$ cat src/rtl/umem_arbiter_pkg.sv
// rtl/umem_arbiter_pkg.sv - shared encodings for the unified-memory arbiter
// Response states, owner codes and starvation counter width.
package umem_arb_pkg;

  typedef enum logic [1:0] {
    S_IDLE  = 2'd0,
    S_IRESP = 2'd1,
    S_DRESP = 2'd2
  } state_e;

  localparam logic OWN_I = 1'b0;
  localparam logic OWN_D = 1'b1;

  localparam int STARVE_W = 4;

  function automatic logic [29:0] byte_to_word(input logic [31:0] byte_addr);
    return byte_addr[31:2];
  endfunction

endpackage

$ cat src/rtl/umem_arbiter_if.sv
// rtl/umem_arbiter_if.sv - core fetch/data ports plus SRAM side of the arbiter
// slave = arbiter view, master = core + SRAM view.
interface umem_arbiter_if #(
  parameter int AWIDTH = 12
);

  logic              I_REQ;
  logic [31:0]       I_ADDR;
  logic              I_GNT;
  logic              I_RVALID;
  logic [31:0]       I_RDATA;

  logic              D_REQ;
  logic              D_WE;
  logic [3:0]        D_BE;
  logic [31:0]       D_ADDR;
  logic [31:0]       D_WDATA;
  logic              D_GNT;
  logic              D_RVALID;
  logic [31:0]       D_RDATA;

  logic              M_CSN;
  logic              M_WEN;
  logic [3:0]        M_BE;
  logic [AWIDTH-1:0] M_ADDR;
  logic [31:0]       M_DI;
  logic [31:0]       M_DOUT;

  modport slave (
    input  I_REQ, I_ADDR, D_REQ, D_WE, D_BE, D_ADDR, D_WDATA, M_DOUT,
    output I_GNT, I_RVALID, I_RDATA, D_GNT, D_RVALID, D_RDATA,
    output M_CSN, M_WEN, M_BE, M_ADDR, M_DI
  );

  modport master (
    output I_REQ, I_ADDR, D_REQ, D_WE, D_BE, D_ADDR, D_WDATA, M_DOUT,
    input  I_GNT, I_RVALID, I_RDATA, D_GNT, D_RVALID, D_RDATA,
    input  M_CSN, M_WEN, M_BE, M_ADDR, M_DI
  );

endinterface

$ cat src/rtl/umem_arbiter_starve_cnt.sv
// rtl/umem_arbiter_starve_cnt.sv - saturating count of fetch lost-contention cycles
// max_o tells the arbiter that fetch must win the next contention.
module umem_starve_cnt
  import umem_arb_pkg::*;
#(
  parameter int MAX = 4
) (
  input  logic clk_i,
  input  logic rst_i,
  input  logic inc_i,
  input  logic clr_i,
  output logic max_o
);

  localparam logic [STARVE_W-1:0] MAX_C = STARVE_W'(MAX);

  logic [STARVE_W-1:0] cnt_q, cnt_d;

  always_comb begin
    cnt_d = cnt_q;
    if (clr_i) begin
      cnt_d = '0;
    end else if (inc_i && (cnt_q != MAX_C)) begin
      cnt_d = cnt_q + 1'b1;
    end
  end

  always_ff @(posedge clk_i) begin
    if (rst_i) begin
      cnt_q <= '0;
    end else begin
      cnt_q <= cnt_d;
    end
  end

  assign max_o = (cnt_q == MAX_C);

endmodule

$ cat src/rtl/umem_arbiter.sv
// rtl/umem_arbiter.sv - fetch/data sharing of one single-port SRAM, one read in flight
// Optional round-robin contention policy: UMEM_ARB_RR_EN.
module umem_arbiter
  import umem_arb_pkg::*;
#(
  parameter int AWIDTH     = 12,
  parameter int STARVE_MAX = 4
) (
  input logic           CLK,
  input logic           RST,
  umem_arbiter_if.slave bus
);

  logic   i_gnt, d_gnt, both_req, starve_max;
  state_e state_q, state_d;

  assign both_req = bus.I_REQ & bus.D_REQ;

`ifdef UMEM_ARB_RR_EN
  logic rr_last_q, rr_last_d;
`endif

  always_comb begin
    i_gnt = 1'b0;
    d_gnt = 1'b0;
    if (!RST) begin
      if (bus.I_REQ && !bus.D_REQ) begin
        i_gnt = 1'b1;
      end else if (bus.D_REQ && !bus.I_REQ) begin
        d_gnt = 1'b1;
      end else if (both_req) begin
        // Starvation guard outranks whichever contention policy is built in.
        if (starve_max) begin
          i_gnt = 1'b1;
`ifdef UMEM_ARB_RR_EN
        end else if (rr_last_q == OWN_D) begin
          i_gnt = 1'b1;
        end else begin
          d_gnt = 1'b1;
`else
        end else begin
          d_gnt = 1'b1;
`endif
        end
      end
    end
  end

  umem_starve_cnt #(
    .MAX (STARVE_MAX)
  ) u_starve (
    .clk_i (CLK),
    .rst_i (RST),
    .inc_i (bus.I_REQ & d_gnt),
    .clr_i (i_gnt | ~bus.I_REQ),
    .max_o (starve_max)
  );

  logic [29:0] i_word, d_word;
  assign i_word = byte_to_word(bus.I_ADDR);
  assign d_word = byte_to_word(bus.D_ADDR);

  always_comb begin
    bus.M_CSN  = 1'b1;
    bus.M_WEN  = 1'b1;
    bus.M_BE   = 4'hF;
    bus.M_ADDR = '0;
    bus.M_DI   = '0;
    if (i_gnt) begin
      bus.M_CSN  = 1'b0;
      bus.M_ADDR = i_word[AWIDTH-1:0];
    end else if (d_gnt) begin
      bus.M_CSN  = 1'b0;
      bus.M_ADDR = d_word[AWIDTH-1:0];
      if (bus.D_WE) begin
        bus.M_WEN = 1'b0;
        bus.M_BE  = bus.D_BE;
        bus.M_DI  = bus.D_WDATA;
      end
    end
  end

  always_comb begin
    state_d = S_IDLE;
    if (i_gnt) begin
      state_d = S_IRESP;
    end else if (d_gnt && !bus.D_WE) begin
      state_d = S_DRESP;
    end
  end

  always_ff @(posedge CLK) begin
    if (RST) begin
      state_q <= S_IDLE;
    end else begin
      state_q <= state_d;
    end
  end

`ifdef UMEM_ARB_RR_EN
  always_comb begin
    rr_last_d = rr_last_q;
    if (both_req && (i_gnt || d_gnt)) begin
      rr_last_d = i_gnt ? OWN_I : OWN_D;
    end
  end

  always_ff @(posedge CLK) begin
    if (RST) begin
      rr_last_q <= OWN_D;
    end else begin
      rr_last_q <= rr_last_d;
    end
  end
`endif

  // Gating with RST drops a response whose grant preceded a reset.
  assign bus.I_GNT    = i_gnt;
  assign bus.D_GNT    = d_gnt;
  assign bus.I_RVALID = (state_q == S_IRESP) & ~RST;
  assign bus.D_RVALID = (state_q == S_DRESP) & ~RST;
  assign bus.I_RDATA  = bus.M_DOUT;
  assign bus.D_RDATA  = bus.M_DOUT;

  logic unused_addr_bits;
  assign unused_addr_bits = ^{i_word[29:AWIDTH], d_word[29:AWIDTH],
                              bus.I_ADDR[1:0], bus.D_ADDR[1:0]};

endmodule

$ cat src/flat_wrapper.sv
// flat-port wrapper written by rule: the top's interface ports become plain ports
module umem_arbiter_flat import umem_arb_pkg::*;
#(
  parameter int AWIDTH     = 12,
  parameter int STARVE_MAX = 4
)
  (CLK, RST, bus_I_REQ, bus_I_ADDR, bus_D_REQ, bus_D_WE, bus_D_BE, bus_D_ADDR, bus_D_WDATA, bus_M_DOUT, bus_I_GNT, bus_I_RVALID, bus_I_RDATA, bus_D_GNT, bus_D_RVALID, bus_D_RDATA, bus_M_CSN, bus_M_WEN, bus_M_BE, bus_M_ADDR, bus_M_DI);
  umem_arbiter_if #(.AWIDTH(AWIDTH)) bus_i ();
  input logic CLK;
  input logic RST;
  input wire logic [$bits(bus_i.I_REQ)-1:0] bus_I_REQ;
  input wire logic [$bits(bus_i.I_ADDR)-1:0] bus_I_ADDR;
  input wire logic [$bits(bus_i.D_REQ)-1:0] bus_D_REQ;
  input wire logic [$bits(bus_i.D_WE)-1:0] bus_D_WE;
  input wire logic [$bits(bus_i.D_BE)-1:0] bus_D_BE;
  input wire logic [$bits(bus_i.D_ADDR)-1:0] bus_D_ADDR;
  input wire logic [$bits(bus_i.D_WDATA)-1:0] bus_D_WDATA;
  input wire logic [$bits(bus_i.M_DOUT)-1:0] bus_M_DOUT;
  output wire logic [$bits(bus_i.I_GNT)-1:0] bus_I_GNT;
  output wire logic [$bits(bus_i.I_RVALID)-1:0] bus_I_RVALID;
  output wire logic [$bits(bus_i.I_RDATA)-1:0] bus_I_RDATA;
  output wire logic [$bits(bus_i.D_GNT)-1:0] bus_D_GNT;
  output wire logic [$bits(bus_i.D_RVALID)-1:0] bus_D_RVALID;
  output wire logic [$bits(bus_i.D_RDATA)-1:0] bus_D_RDATA;
  output wire logic [$bits(bus_i.M_CSN)-1:0] bus_M_CSN;
  output wire logic [$bits(bus_i.M_WEN)-1:0] bus_M_WEN;
  output wire logic [$bits(bus_i.M_BE)-1:0] bus_M_BE;
  output wire logic [$bits(bus_i.M_ADDR)-1:0] bus_M_ADDR;
  output wire logic [$bits(bus_i.M_DI)-1:0] bus_M_DI;
  assign bus_i.I_REQ = bus_I_REQ;
  assign bus_i.I_ADDR = bus_I_ADDR;
  assign bus_i.D_REQ = bus_D_REQ;
  assign bus_i.D_WE = bus_D_WE;
  assign bus_i.D_BE = bus_D_BE;
  assign bus_i.D_ADDR = bus_D_ADDR;
  assign bus_i.D_WDATA = bus_D_WDATA;
  assign bus_i.M_DOUT = bus_M_DOUT;
  assign bus_I_GNT = bus_i.I_GNT;
  assign bus_I_RVALID = bus_i.I_RVALID;
  assign bus_I_RDATA = bus_i.I_RDATA;
  assign bus_D_GNT = bus_i.D_GNT;
  assign bus_D_RVALID = bus_i.D_RVALID;
  assign bus_D_RDATA = bus_i.D_RDATA;
  assign bus_M_CSN = bus_i.M_CSN;
  assign bus_M_WEN = bus_i.M_WEN;
  assign bus_M_BE = bus_i.M_BE;
  assign bus_M_ADDR = bus_i.M_ADDR;
  assign bus_M_DI = bus_i.M_DI;
  umem_arbiter #(.AWIDTH(AWIDTH), .STARVE_MAX(STARVE_MAX)) u_core (.CLK(CLK), .RST(RST), .bus(bus_i));
endmodule
$ cat config.mk
export PLATFORM = sky130hd
export DESIGN_NAME = umem_arbiter_flat
export DESIGN_NICKNAME = d
export VERILOG_FILES = /design/src/rtl/umem_arbiter_pkg.sv /design/src/rtl/umem_arbiter_if.sv /design/src/rtl/umem_arbiter_starve_cnt.sv /design/src/rtl/umem_arbiter.sv /design/src/flat_wrapper.sv
export SDC_FILE = /design/constraint.sdc
export NUM_CORES = 1
export LEC_CHECK = 0
export CAP_MARGIN = 20
export CORE_AREA = 2 2 98 100
export DETAILED_ROUTE_END_ITERATION = 16
export DIE_AREA = 0 0 100 102
export PLACE_DENSITY = 0.66
export SETUP_SLACK_MARGIN = 0.5
export SLEW_MARGIN = 20
export SYNTH_ARGS = -nofsm -noshare
export SYNTH_HDL_FRONTEND = slang
export SYNTH_HIERARCHICAL = 1
export SYNTH_SLANG_ARGS = --single-unit
$ cat constraint.sdc
create_clock -name CLK -period 2.5 [get_ports CLK]
set_input_delay 0.25 -clock CLK [delete_from_list [all_inputs] [get_ports CLK]]
set_output_delay 0.25 -clock CLK [all_outputs]
set_load 0.01 [all_outputs]
==> results.yml, run 1 <==
synth:
  synth_xor_area_share_pct: 0
  yosysWarnings: 6
  synth_top_flop_cell: "dfxtp_1"
  netlist_area_um2: 1610
  synth-simple-area-share_pct: 38.4
  synthMuxAreaShare_pct: 0
  synthAdderAreaFrac_pct: 1.55
  synth_compound_area_share_pct: 13.6
  async_flop_share_pct: 0
  synth_edf_count: 0
  ys_seq_area_share_pct: 7.44
  synth_cell_types: 34
  synth-seq-cells: 6
  synth_top_family_by_area: "buffers and inverters"
  synth_fp_nets: 337
  netlist_instances: 198
  avgSynthCellArea_um2: 8.15
placement:
  place.port_buffers: 118
  place_ws_ps: 231
  dp_hpwl_um: 3720
  place_congestion: 0.701
  dp_cells: 350
sta:
  setup_viol: 0
  setup_tns_ps: 0
  fin_crit_sh_pct: 81.1
  rsz0062_at_grt: "true"
  hold_viol: 0
  fin_ws_ps: 473
  final_max_slew_viol_count: 0
  fmaxAchievable_mhz: 493
  slew-limit-headroom_pct: 74.9
  period_minus_slack_ps: 2030
  whs_ps: 500
  worst_clock_skew_ps: 2.44
  worstMarginPinSlew_ps: 376
drt:
  wl_per_cell_um: 14.3
  drcViolationCount: 0
  wl_met3_um: 548
  num_vias: 1637
  met1_length_um: 1810
  drt_iter0_drc: 27
  wl_met2_um: 2860
  viasPerCell: 4.38
  ant_nets: 0
  drt_pre_antenna_iters: 4
  highest_layer: "met4"
  drt_wl_total_um: 5340
final_layout:
  finish.utilization_pct: 28.5
  final_cell_mix: "clkdlybuf4s50_1 (65), and4_1 (31), nand2b_1 (25)"
  syn_to_final_growth_pct: 61.1
  antenna_cells: 0
  nets: 404
  drive_above_1_share_pct: 33.5
  final_common_cell: "clkdlybuf4s50_1"
  fin_cells: 374
power_and_ir_drop:
  p_per_area_nw_per_um2: 199
  ir_worst_vdd_mv: 0.102
  power_leakage_nw: 1.06
worst_setup_path:
  crit_fanout: 8
  cp.required_ps: 2250
  r2r-start: "u_core/u_starve/cnt_q[1]$_SDFFE_PP0P_"
  arrival_ps: 1780
  crit_type: "flip-flop to output port"
  end_kind: "output port"
  startpoint_type: "flip-flop"
  crit_start: "u_core/u_starve/cnt_q[1]$_SDFFE_PP0P_"
die:
  fp.dieH_um: 102
  coreArea_um2: 9110
  initial_core_util_pct: 17.7
  ios: 255
  die_area_um2: 10200
  chipWidth_um: 100
  core.rowCount: 35
clock_tree:
  cts_max_path_buffers: 2
  cts_tree: "done"
  clkTransAtPathRegs_ps: 30
  cts_sinks: 6
  ctsHoldBuffers: 0
  root_buffer: "clkbuf_8"
  htree_levels: 1
  insertion_delay_ps: 220
  cts_buffers: 3
global_route:
  grt_start_max_net_pins: 39
  antenna_found_initial: 0
  grt-ovfl-total: 0
  grt_pass1_vias: 1567
  grt_first_pass_wirelength_um: 7650
  grt.total_usage_pct: 9.30
min_path:
  hold_class: "primary input to output port"
  hp-start: "bus_M_DOUT[8]"
run:
  cap_violations: 0
outcome:
  status: "completed"
registers in the layout, summed over array words and instances (netlist names):
signal	flops
u_core/u_starve/cnt_q	4
u_core/state_q	2
per-layer routing:
layer,global-route usage [%],vias up
met5,0,-
met4,4.32,0
met3,2.46,19
met2,18.3,91
met1,8.98,746
li1,-,781
layout make-up:
type | count | area, um^2
Fill cell | 988 | 6510
Timing Repair Buffer | 144 | 1330
Multi-Input combinational cell | 105 | 951
Tap cell | 111 | 139
Sequential cell | 6 | 123
Clock buffer | 3 | 41.3
Inverter | 5 | 18.8
final timing paths:
kind | endpoint | slack, ps | depth (start not counted)
max | bus_M_ADDR[9] | 470 | 10
min | bus_D_RDATA[8] | 500 | 0
max reg2reg | u_core/u_starve/cnt_q[3]$_SDFFE_PP0P_ | 520 | 11
min reg2reg | u_core/u_starve/cnt_q[3]$_SDFFE_PP0P_ | 520 | 1
synth_stat cells (all sizes together), types with 2 or more instances:
cell / n / area [um^2]
o21ai: 3 / 15.0
o32ai: 12 / 158
clkbuf: 8 / 30.0
nand4b: 4 / 35.0
a21boi: 2 / 15.0
nor2b: 2 / 15.0
dfxtp: 6 / 120
buf: 74 / 581
and4: 32 / 280
nand2b: 25 / 156
nor3: 3 / 15.0
nor2: 3 / 11.3
nand3: 4 / 20.0
ha: 2 / 25.0
inv: 5 / 18.8
nor3b: 3 / 27.5
cell families (layout without fill, tap and decap cells):
group	Yosys count	in the layout
AOI/OAI and AO/OA	21	21
DFF	6	6
buffers and inverters	87	152
and+or+nand+nor	82	82
adders and majority gates	2	2
per-stage QoR:
step | cell area [um^2] | power [mW]
6_report | 2600 | 0.518
5_1_grt | 2600 | 0.550
4_1_cts | 2580 | 0.519
3_5_place_dp | 2390 | 0.378
3_3_place_gp | 2390 | 0.374
2_1_floorplan | 1620 | 0.315
critical path: stages, from the launching register on:
cell      delay, ps
dfxtp_2         310
inv_2            70
ha_4            130
nand3b_1        110
inv_2           140
buf_6           120
nor2b_4          40
buf_8           130
buf_4           130
o32ai_2         190
buf_2           170
repair_timing:
item,in CTS,in global routing
pin swaps,2,15
setup buffers,16,2
setup endpoints to repair,56,53
gates resized for setup,130,49
cloned,3,0
power breakdown:
| part | switching, mW | internal (mW) | total [mW] |
|---|---|---|---|
| clock | 0.0395 | 0.103 | 0.143 |
| sequential | 0.000678 | 0.0980 | 0.0987 |
| combinational | 0.105 | 0.171 | 0.276 |
| total | 0.145 | 0.373 | 0.518 |
No activity file was read; power rests on OpenSTA's default activity.
==> run 2, diff against run 1 <==
Clock period 2.5 ns to 2 ns, I/O delays scaled along.
==> run 2 against run 1 <==
  * Cell area up 1.4%
  * Total power rose by 26%
  * Worst setup slack got worse by 350 ps
  * First-iteration DRC count grew 140%
  * Largest cell class unchanged
  * Sequential cell count is the same
  * Hold slack got worse by 100 ps
  * Sequential power increased by 25%
  * Cell count rose by 2.4%
  * Core utilization increased by 0.40 points
  * Count of clock-buffer cells in the layout unchanged
==> results.yml, run 2 (synthesis gave the netlist of run 1 again) <==
outcome:
  status: "completed"
power_and_ir_drop:
  ir_worst_vdd_mv: 0.125
  power_leakage_nw: 1.15
  p_per_area_nw_per_um2: 247
  power.total_mw: 0.652
sta:
  fin_crit_sh_pct: 94.0
  fmaxAchievable_mhz: 532
  fin_ws_ps: 119
  final_max_slew_viol_count: 0
  hold_viol: 0
  whs_ps: 400
  worstMarginPinSlew_ps: 357
  setup_viol: 0
  rsz0062_at_grt: "true"
  slew-limit-headroom_pct: 76.2
  period_minus_slack_ps: 1880
  worst_clock_skew_ps: 0.276
run:
  cap_violations: 0
worst_setup_path:
  r2r-start: "u_core/u_starve/cnt_q[1]$_SDFFE_PP0P_"
  cp.required_ps: 1800
  worst_path_most_repeated_cell: "inv_2"
  cpMaxStageDelayCell: "dfxtp_2"
  crit_type: "flip-flop to output port"
  path_cells: "inv_2, ha_4, nand3b_1, inv_2, nand2_4, buf_12, and4_1, dlygate4sd2_1"
  end_kind: "output port"
  crit_fanout: 12
  critPathMaxStageDelay_ps: 320
  startpoint_type: "flip-flop"
  arrival_ps: 1680
  crit_start: "u_core/u_starve/cnt_q[1]$_SDFFE_PP0P_"
final_layout:
  nets: 413
  syn_to_final_growth_pct: 63.3
  fin_area_um2: 2640
  final_common_cell: "clkdlybuf4s50_1"
  antenna_cells: 0
  top_register: "u_core/u_starve/cnt_q"
  largest_reg_flops: 4
  fillerInstances: 977
  final_cell_mix: "clkdlybuf4s50_1 (61), buf_2 (44), and4_1 (32)"
  largestRegisters: "u_core/u_starve/cnt_q: 4 flops, u_core/state_q: 2 flops"
  drive_above_1_share_pct: 43.4
placement:
  place_area_um2: 2510
  place.port_buffers: 118
  dp_hpwl_um: 3890
  place_congestion: 0.720
  place_ws_ps: -119
drt:
  viasPerCell: 4.40
  drt_wl_total_um: 5530
  num_vias: 1687
  drt_pre_antenna_iters: 4
  drt_iter0_drc: 66
  wl_per_cell_um: 14.4
  ant_nets: 0
  drcViolationCount: 0
clock_tree:
  htree_levels: 1
  cts_max_path_buffers: 2
  cts_sinks: 6
  cts_buffers: 3
  insertion_delay_ps: 220
  root_buffer: "clkbuf_8"
  clkTransAtPathRegs_ps: 40
  cts_tree: "done"
min_path:
  hold_class: "primary input to output port"
  hp-start: "bus_M_DOUT[22]"
global_route:
  grt_util_met1_pct: 10.4
  grt.total_usage_pct: 9.85
  met2_usage_pct: 18.7
  grt_pass1_vias: 1633
  grt-ovfl-total: 0
  gr-max-usage-layer: "met2"
  grt_start_max_net_pins: 39
  grt_use_met3_pct: 2.46
  antenna_found_initial: 0
  grt_first_pass_wirelength_um: 8070
die:
  fp.dieH_um: 102
  coreArea_um2: 9110
  die_area_um2: 10200
  chipWidth_um: 100
  core.rowCount: 35
  ios: 255
  initial_core_util_pct: 17.7
## run 2: cell count changes in the layout (fill, tap and decap cells not counted), sizes merged
cell           previous run  this run
clkdlybuf4s15            22         4
clkbuf                   17         7
dlygate4sd2               3         7
buf                      40        77
clkdlybuf4s50            65        61
## run 2: final cells by class
cell class,count,area (um^2),area share (%)
inverter,5,18.8,0.712
tap,111,139,5.27
multi-input combinational,105,958,36.4
clock buffer,3,41.3,1.57
sequential,6,123,4.65
timing repair buffer,153,1360,51.4
## run 2: what timing repair did
action,CTS,global route
setup buffers,12,2
pin swaps,14,12
endpoints found under the setup margin,58,55
cloned,2,2
gates resized for setup,203,25
hold buffers,0,0
## run 2: critical path: cells and delay by family (launching register included)
family | cells | cell delay [ps]
adders and majority gates | 1 | 120
DFF | 1 | 320
buffers and inverters | 4 | 640
and+or+nand+nor | 3 | 380
## run 2: final timing paths
kind / to / slack (ps) / cells after the start
max: bus_M_DI[3] / 120 / 8
min: bus_D_RDATA[22] / 400 / 0
max reg2reg: u_core/u_starve/cnt_q[3]$_SDFFE_PP0P_ / 190 / 10
min reg2reg: u_core/u_starve/cnt_q[3]$_SDFFE_PP0P_ / 530 / 1
## run 2: power breakdown
group          internal [mW]  switching, mW  leakage (nW)  total, mW
Clock                  0.130         0.0545        0.0216      0.184
Combinational          0.211          0.133          1.08      0.345
Sequential             0.122       0.000942        0.0497      0.123
Total                  0.463          0.189          1.15      0.652
## run 2: through the flow
stage | instances | util (%) | setup TNS [ps]
finish | 383 | 28.9 | 0
global route | 383 | 28.9 | 0
CTS | 379 | 27.8 | 0
detailed placement | 362 | 27.6 | -4000
global placement | 362 | 27.6 | -3280
floorplan | 198 | - | 0
## run 2: routing by layer
layer  share of wire (%)  vias to the layer above  wire length (um)
met1                  38                      773              2120
met2                  50                       92              2790
met5                   0                        -                 0
li1                    -                      804                 -
met4                 2.2                        0               121
met3                 9.1                       18               502
